**src/rtl/fetch_stage.sv**
```systemverilog
// fetch_stage
// -----------
// Instruction-fetch stage of the 5-stage pipeline. It holds the PC register,
// a direct-mapped branch target buffer (BTB) with 2-bit saturating counters,
// and the IF/ID pipeline latch that feeds decode.
//
// Ports:
//   CLK, RST            clock (rising edge) and synchronous active-high reset
//   ihit, imemload      instruction memory handshake and returned instruction
//   imemaddr, imemREN   fetch address (always the PC) and read enable
//   pcen                hazard unit: PC may advance
//   if_id_en            hazard unit: IF/ID latch may capture
//   if_id_flush         hazard unit: clear IF/ID latch
//   halt                halt instruction committed downstream
//   mem_redirect        MEM stage misprediction, refetch from mem_target
//   mem_target          correct next PC supplied by MEM
//   upd_valid           MEM stage resolved a branch; train the BTB
//   upd_pc, upd_target  resolved branch PC and its taken target
//   upd_taken           resolved branch outcome
//   if_id_*             IF/ID latch contents presented to decode
module fetch_stage #(
    parameter logic [31:0] PC_INIT     = 32'h0000_0000,
    parameter int          BTB_ENTRIES = 16
) (
    input  logic        CLK,
    input  logic        RST,
    input  logic        ihit,
    input  logic [31:0] imemload,
    output logic [31:0] imemaddr,
    output logic        imemREN,
    input  logic        pcen,
    input  logic        if_id_en,
    input  logic        if_id_flush,
    input  logic        halt,
    input  logic        mem_redirect,
    input  logic [31:0] mem_target,
    input  logic        upd_valid,
    input  logic [31:0] upd_pc,
    input  logic [31:0] upd_target,
    input  logic        upd_taken,
    output logic [31:0] if_id_instr,
    output logic [31:0] if_id_pc,
    output logic [31:0] if_id_npc,
    output logic        if_id_pred_taken,
    output logic [31:0] if_id_pred_target,
    output logic        if_id_valid
);

    localparam int IDXW = $clog2(BTB_ENTRIES);
    localparam int TAGW = 30 - IDXW;

    // Architectural state
    logic [31:0]      pc_q, pc_d;
    logic             halted_q, halted_d;

    logic [BTB_ENTRIES-1:0] btb_valid_q, btb_valid_d;
    logic [TAGW-1:0]  btb_tag_q    [BTB_ENTRIES];
    logic [TAGW-1:0]  btb_tag_d    [BTB_ENTRIES];
    logic [31:0]      btb_target_q [BTB_ENTRIES];
    logic [31:0]      btb_target_d [BTB_ENTRIES];
    logic [1:0]       btb_cnt_q    [BTB_ENTRIES];
    logic [1:0]       btb_cnt_d    [BTB_ENTRIES];

    logic [31:0]      if_id_instr_q, if_id_instr_d;
    logic [31:0]      if_id_pc_q, if_id_pc_d;
    logic [31:0]      if_id_npc_q, if_id_npc_d;
    logic             if_id_pred_taken_q, if_id_pred_taken_d;
    logic [31:0]      if_id_pred_target_q, if_id_pred_target_d;
    logic             if_id_valid_q, if_id_valid_d;

    // Lookup-side signals
    logic [IDXW-1:0]  idx;
    logic [TAGW-1:0]  tag;
    logic [31:0]      pc_plus4;
    logic             btb_hit;
    logic             pred_taken;
    logic [31:0]      pred_target;

    // Update-side signals
    logic [IDXW-1:0]  u_idx;
    logic [TAGW-1:0]  u_tag;
    logic             u_hit;

    // The low two bits of the branch PC carry no information (word aligned)
    logic             upd_pc_unused;
    assign upd_pc_unused = ^upd_pc[1:0];

    assign imemaddr          = pc_q;
    assign imemREN           = ~halted_q;
    assign if_id_instr       = if_id_instr_q;
    assign if_id_pc          = if_id_pc_q;
    assign if_id_npc         = if_id_npc_q;
    assign if_id_pred_taken  = if_id_pred_taken_q;
    assign if_id_pred_target = if_id_pred_target_q;
    assign if_id_valid       = if_id_valid_q;

    // BTB lookup reads the registered table, so an update landing on the
    // same index this cycle is only visible from the next cycle onward.
    always_comb begin
        idx         = pc_q[IDXW+1:2];
        tag         = pc_q[31:IDXW+2];
        pc_plus4    = pc_q + 32'd4;
        btb_hit     = btb_valid_q[idx] && (btb_tag_q[idx] == tag);
        pred_taken  = btb_hit && btb_cnt_q[idx][1];
        pred_target = pred_taken ? btb_target_q[idx] : pc_plus4;
    end

    // Next PC and halt. A halt arriving together with a redirect drops the
    // redirect; once halted the PC is frozen until reset.
    always_comb begin
        pc_d     = pc_q;
        halted_d = halted_q | halt;
        if (halted_q) begin
            pc_d = pc_q;
        end else if (mem_redirect && !halt) begin
            pc_d = mem_target;
        end else if (pcen) begin
            pc_d = pred_target;
        end
    end

    // IF/ID latch: flush beats enable; valid reflects whether memory
    // actually returned data in the capture cycle.
    always_comb begin
        if_id_instr_d       = if_id_instr_q;
        if_id_pc_d          = if_id_pc_q;
        if_id_npc_d         = if_id_npc_q;
        if_id_pred_taken_d  = if_id_pred_taken_q;
        if_id_pred_target_d = if_id_pred_target_q;
        if_id_valid_d       = if_id_valid_q;
        if (if_id_flush) begin
            if_id_instr_d       = 32'd0;
            if_id_pc_d          = 32'd0;
            if_id_npc_d         = 32'd0;
            if_id_pred_taken_d  = 1'b0;
            if_id_pred_target_d = 32'd0;
            if_id_valid_d       = 1'b0;
        end else if (if_id_en) begin
            if_id_instr_d       = imemload;
            if_id_pc_d          = pc_q;
            if_id_npc_d         = pc_plus4;
            if_id_pred_taken_d  = pred_taken;
            if_id_pred_target_d = pred_target;
            if_id_valid_d       = ihit;
        end
    end

    // BTB training. A hit nudges the counter (saturating both ways) and
    // refreshes the target only on taken outcomes; a taken miss evicts
    // whatever lived at that index and starts it weakly taken.
    always_comb begin
        btb_valid_d  = btb_valid_q;
        btb_tag_d    = btb_tag_q;
        btb_target_d = btb_target_q;
        btb_cnt_d    = btb_cnt_q;
        u_idx        = upd_pc[IDXW+1:2];
        u_tag        = upd_pc[31:IDXW+2];
        u_hit        = btb_valid_q[u_idx] && (btb_tag_q[u_idx] == u_tag);
        if (upd_valid) begin
            if (u_hit) begin
                if (upd_taken) begin
                    btb_target_d[u_idx] = upd_target;
                    if (btb_cnt_q[u_idx] != 2'b11) begin
                        btb_cnt_d[u_idx] = btb_cnt_q[u_idx] + 2'd1;
                    end
                end else if (btb_cnt_q[u_idx] != 2'b00) begin
                    btb_cnt_d[u_idx] = btb_cnt_q[u_idx] - 2'd1;
                end
            end else if (upd_taken) begin
                btb_valid_d[u_idx]  = 1'b1;
                btb_tag_d[u_idx]    = u_tag;
                btb_target_d[u_idx] = upd_target;
                btb_cnt_d[u_idx]    = 2'b10;
            end
        end
    end

    // State registers; reset overrides any redirect or BTB update in flight.
    always_ff @(posedge CLK) begin
        if (RST) begin
            pc_q                <= PC_INIT;
            halted_q            <= 1'b0;
            btb_valid_q         <= '0;
            for (int i = 0; i < BTB_ENTRIES; i++) begin
                btb_tag_q[i]    <= '0;
                btb_target_q[i] <= 32'd0;
                btb_cnt_q[i]    <= 2'b01;
            end
            if_id_instr_q       <= 32'd0;
            if_id_pc_q          <= 32'd0;
            if_id_npc_q         <= 32'd0;
            if_id_pred_taken_q  <= 1'b0;
            if_id_pred_target_q <= 32'd0;
            if_id_valid_q       <= 1'b0;
        end else begin
            pc_q                <= pc_d;
            halted_q            <= halted_d;
            btb_valid_q         <= btb_valid_d;
            btb_tag_q           <= btb_tag_d;
            btb_target_q        <= btb_target_d;
            btb_cnt_q           <= btb_cnt_d;
            if_id_instr_q       <= if_id_instr_d;
            if_id_pc_q          <= if_id_pc_d;
            if_id_npc_q         <= if_id_npc_d;
            if_id_pred_taken_q  <= if_id_pred_taken_d;
            if_id_pred_target_q <= if_id_pred_target_d;
            if_id_valid_q       <= if_id_valid_d;
        end
    end

endmodule

```
**config.mk**
```make
export PLATFORM = sky130hd
export DESIGN_NAME = fetch_stage
export DESIGN_NICKNAME = d
export VERILOG_FILES = /design/src/rtl/fetch_stage.sv
export SDC_FILE = /design/constraint.sdc
export NUM_CORES = 2
export LEC_CHECK = 0
export CAP_MARGIN = 20
export CORE_MARGIN = 8
export CORE_UTILIZATION = 35
export CTS_CLUSTER_DIAMETER = 40
export DETAILED_ROUTE_END_ITERATION = 12
export PLACE_DENSITY = 0.47
export SLEW_MARGIN = 0
export SYNTH_ARGS = -nofsm -noshare
export SYNTH_HDL_FRONTEND = slang
export SYNTH_SLANG_ARGS = --single-unit
```
**constraint.sdc**
```tcl
create_clock -name CLK -period 11.8 [get_ports CLK]
set_clock_uncertainty 0.15 [all_clocks]
set_input_delay 1.77 -clock CLK [delete_from_list [all_inputs] [get_ports CLK]]
set_output_delay 1.77 -clock CLK [all_outputs]
set_load 0.1 [all_outputs]
```
==> run_results.csv <==
group,metric,value,unit
outcome,status,"finished clean",
synth,synthFlopType,"dfxtp_1",
critical_path,worstPathMaxFanout,194,
global_routing,grt-busiest-layer,"met2",
floorplan,start_util,35.3,%
floorplan,die_width,410,µm
final_layout,layout_commonest_cell,"nand2_1",
sta,setup_viol,0,
critical_path,ff2ff_path_depth,11,
cts,insertion_delay,0.83,ns
pwr,power,0.0111,W
cts,postCtsSetupBuffers,0,
final_layout,drive_gt1_share,14.8,%
detailed_routing,vias,48600,
detailed_routing,ant_nets,0,
placed_design,port_buffers,298,
min_path,hold_start,"btb_target_q[319]",
pwr,leakage,21.7,nW
critical_path,reg2reg_slack,6.13,ns
min_path,hold_path.class,"flip-flop to flip-flop",
critical_path,required,12.38,ns
detailed_routing,wirelength,236,mm
critical_path,cp.arrival,8.05,ns
cts,clockBufferDepth,3,
cts,clock-sinks,1137,
synth,synth-seq-cells,1137,
floorplan,rows,144,
synth,yosysUniqueCellTypes,80,
cts,cts_resized,0,
synth,syn_area,0.0543,mm²
min_path,hold_depth,2,
sta,fin_setup_tns,0,ns
placed_design,place_congestion,0.877,
global_routing,grt.overflow.total,0,
synth,synthSimpleGateAreaFrac,15.2,%
synth,synth_edf_count,0,
global_routing,grt_use_total,26.8,%
synth,yosys_warnings,0,
sta,rsz0062_at_grt,"no",
detailed_routing,dr.first_iter.drc_count,5358,
sta,fin_hold_ws,0.300,ns
detailed_routing,first_pass_iters,6,
sta,slew-limit-headroom,14.6,%
sta,slew_violations,0,
critical_path,crit_type,"input pin to flip-flop",
job,max_cap_viol_count,0,
final_layout,finalNetCount,6240,
synth,synth_fa_ha_area_share,0.0691,%
synth,synth_top_family_by_area,"multiplexers",
cts,htreeDepth,4,
cts,ctsHoldBuffers,0,
final_layout,layout_common_cells,"nand2_1, dfxtp_1, a21oi_1, mux4_2, clkdlybuf4s50_1",
cts,cts_buffers,200,
sta,fmax,134,MHz
floorplan,core_area,0.154,mm²
cts,cts_tree,"built",
floorplan,io_pins,301,
sta,tightest_slew,1.28,ns
cts,ctsRootBufferMaster,"clkbuf_16",
global_routing,use_met1,35.9,%
placed_design,hpwl,137,mm
synth,synth_fp_nets,6293,
global_routing,grt_pass1_vias,46200,
placed_design,dp_slack,3.92,ns
global_routing,use_met2,42.2,%
synth,syn_avg_cell_area,8.83,µm²
floorplan,dieArea,0.168,mm²
sta,fin_ws,4.33,ns
critical_path,rr_endpoint,"imemaddr[30]",
pwr,power.density,168,mW/mm²
synth,yosysSeqAreaShare,41.9,%
synth,synthXorXnorAreaFrac,1.11,%
critical_path,r2r-start,"imemaddr[5]",
critical_path,crit_path_end_kind,"flip-flop",
sta,timing.final.crit_share,63.3,%
placed_design,place_area,0.0584,mm²
min_path,holdPathEnd,"btb_target_q[319]",
critical_path,start_kind,"input pin",
synth,synth-async-reset-ratio,0,%
pwr,ir_drop,0.000153,V
global_routing,grt_pass1_wl,338,mm
global_routing,grt_use_met3,5.29,%
sta,min_period,7.47,ns
final_layout,area_growth,21.0,%
synth,syn_inst,6152,
detailed_routing,route.detailed.drc,0,
synth,synth_compound_gate_area_share,16.2,%
detailed_routing,drt-vias-per-instance,5.83,
final_layout,postLayoutCellArea,0.0657,mm²
global_routing,grt_start_max_net_pins,221,
synth,synthMuxAreaShare,20.2,%
detailed_routing,wl_per_cell,28.4,µm
floorplan,die_y,410,µm
cts,cts.clk_slew.worst_paths,0.06,ns
global_routing,antenna_found_initial,27,
sta,hold_viol,0,
synth_stat cells (34+ instances only):
cell	number	area, µm²
nand3_1	141	706
xnor2_1	43	377
nor3_1	34	170
clkbuf_1	478	1790
nand2_1	1407	5280
a31oi_1	34	213
o21ai_1	158	791
buf_2	104	521
dfxtp_1	1137	22800
mux4_2	360	8110
o21ai_0	277	1390
a21oi_1	927	4640
buf_1	58	218
nor2_1	260	976
a22oi_1	34	255
mux2i_1	263	2630
critical path, cell delays in order:
cell and delay (ns):
buf_6 0.56, buf_12 0.48, nor2b_1 0.59, buf_4 0.35, a22oi_1 0.13, a31oi_1 0.52
a32oi_1 0.41, a2111oi_4 0.36, buf_4 0.46, and2_4 0.81, buf_12 0.50, o21ai_0 0.24
a21oi_1 0.19
final cells by class:
cell class | count | area, µm²
multi-input cells | 4308 | 29000
clock inverters | 113 | 1710
inverters | 38 | 145
well taps | 2044 | 2560
flip-flops and latches | 1137 | 22800
repair buffers | 414 | 3940
clock buffers | 260 | 5560
fillers | 15000 | 88300
diodes | 18 | 45.0
power breakdown:
group | switching, W | internal [W]
clock network | 0.00219 | 0.00400
logic | 0.000647 | 0.000279
registers | 0.0000616 | 0.00389
total | 0.00290 | 0.00817
per-layer routing:
metal  wire length (µm)  part of all wire, %  vias up
li1                   -                    -    21700
met1              98000                   41    24100
met3              19000                  8.0      533
met2             109000                   46     2242
met5                 79                0.033        -
met4              10600                  4.5       10
cell families (layout without fill, tap and decap cells):
kind of cell	Yosys count	after routing
flops	1137	1137
mux	643	643
fa+ha+maj	3	3
compound gates	1602	1602
xor+xnor	69	69
buf+inv	707	825
simple gates	1991	1991
other cells	0	18
flip-flops by register name, indices dropped and copies added (netlist names):
signal / cells
btb_target_q: 512
btb_tag_q: 416
btb_cnt_q: 32
if_id_instr: 32
if_id_pc: 32
if_id_pred_target: 32
imemaddr: 32
if_id_npc: 30
btb_valid_q: 16
halted_q: 1
if_id_pred_taken: 1
if_id_valid: 1
per-stage QoR:
step                util, %  std cells
floorplan                 -       6152
global placement       37.9       7936
detailed placement     37.9       7939
CTS                    42.6       8312
global route           42.6       8323
finish                 42.7       8332
how the worst max path moves through the flow:
stage,from,end,cells after the start
4_1_cts,upd_pc[3],btb_tag_q[306],13
3_3_place_gp,upd_pc[3],btb_tag_q[305],13
6_report,upd_pc[3],btb_tag_q[370],13
2_1_floorplan,upd_pc[2],btb_cnt_q[20],12
5_1_grt,upd_pc[3],btb_tag_q[121],13
3_5_place_dp,upd_pc[3],btb_tag_q[383],13
Power figures use the tool's default switching activity.
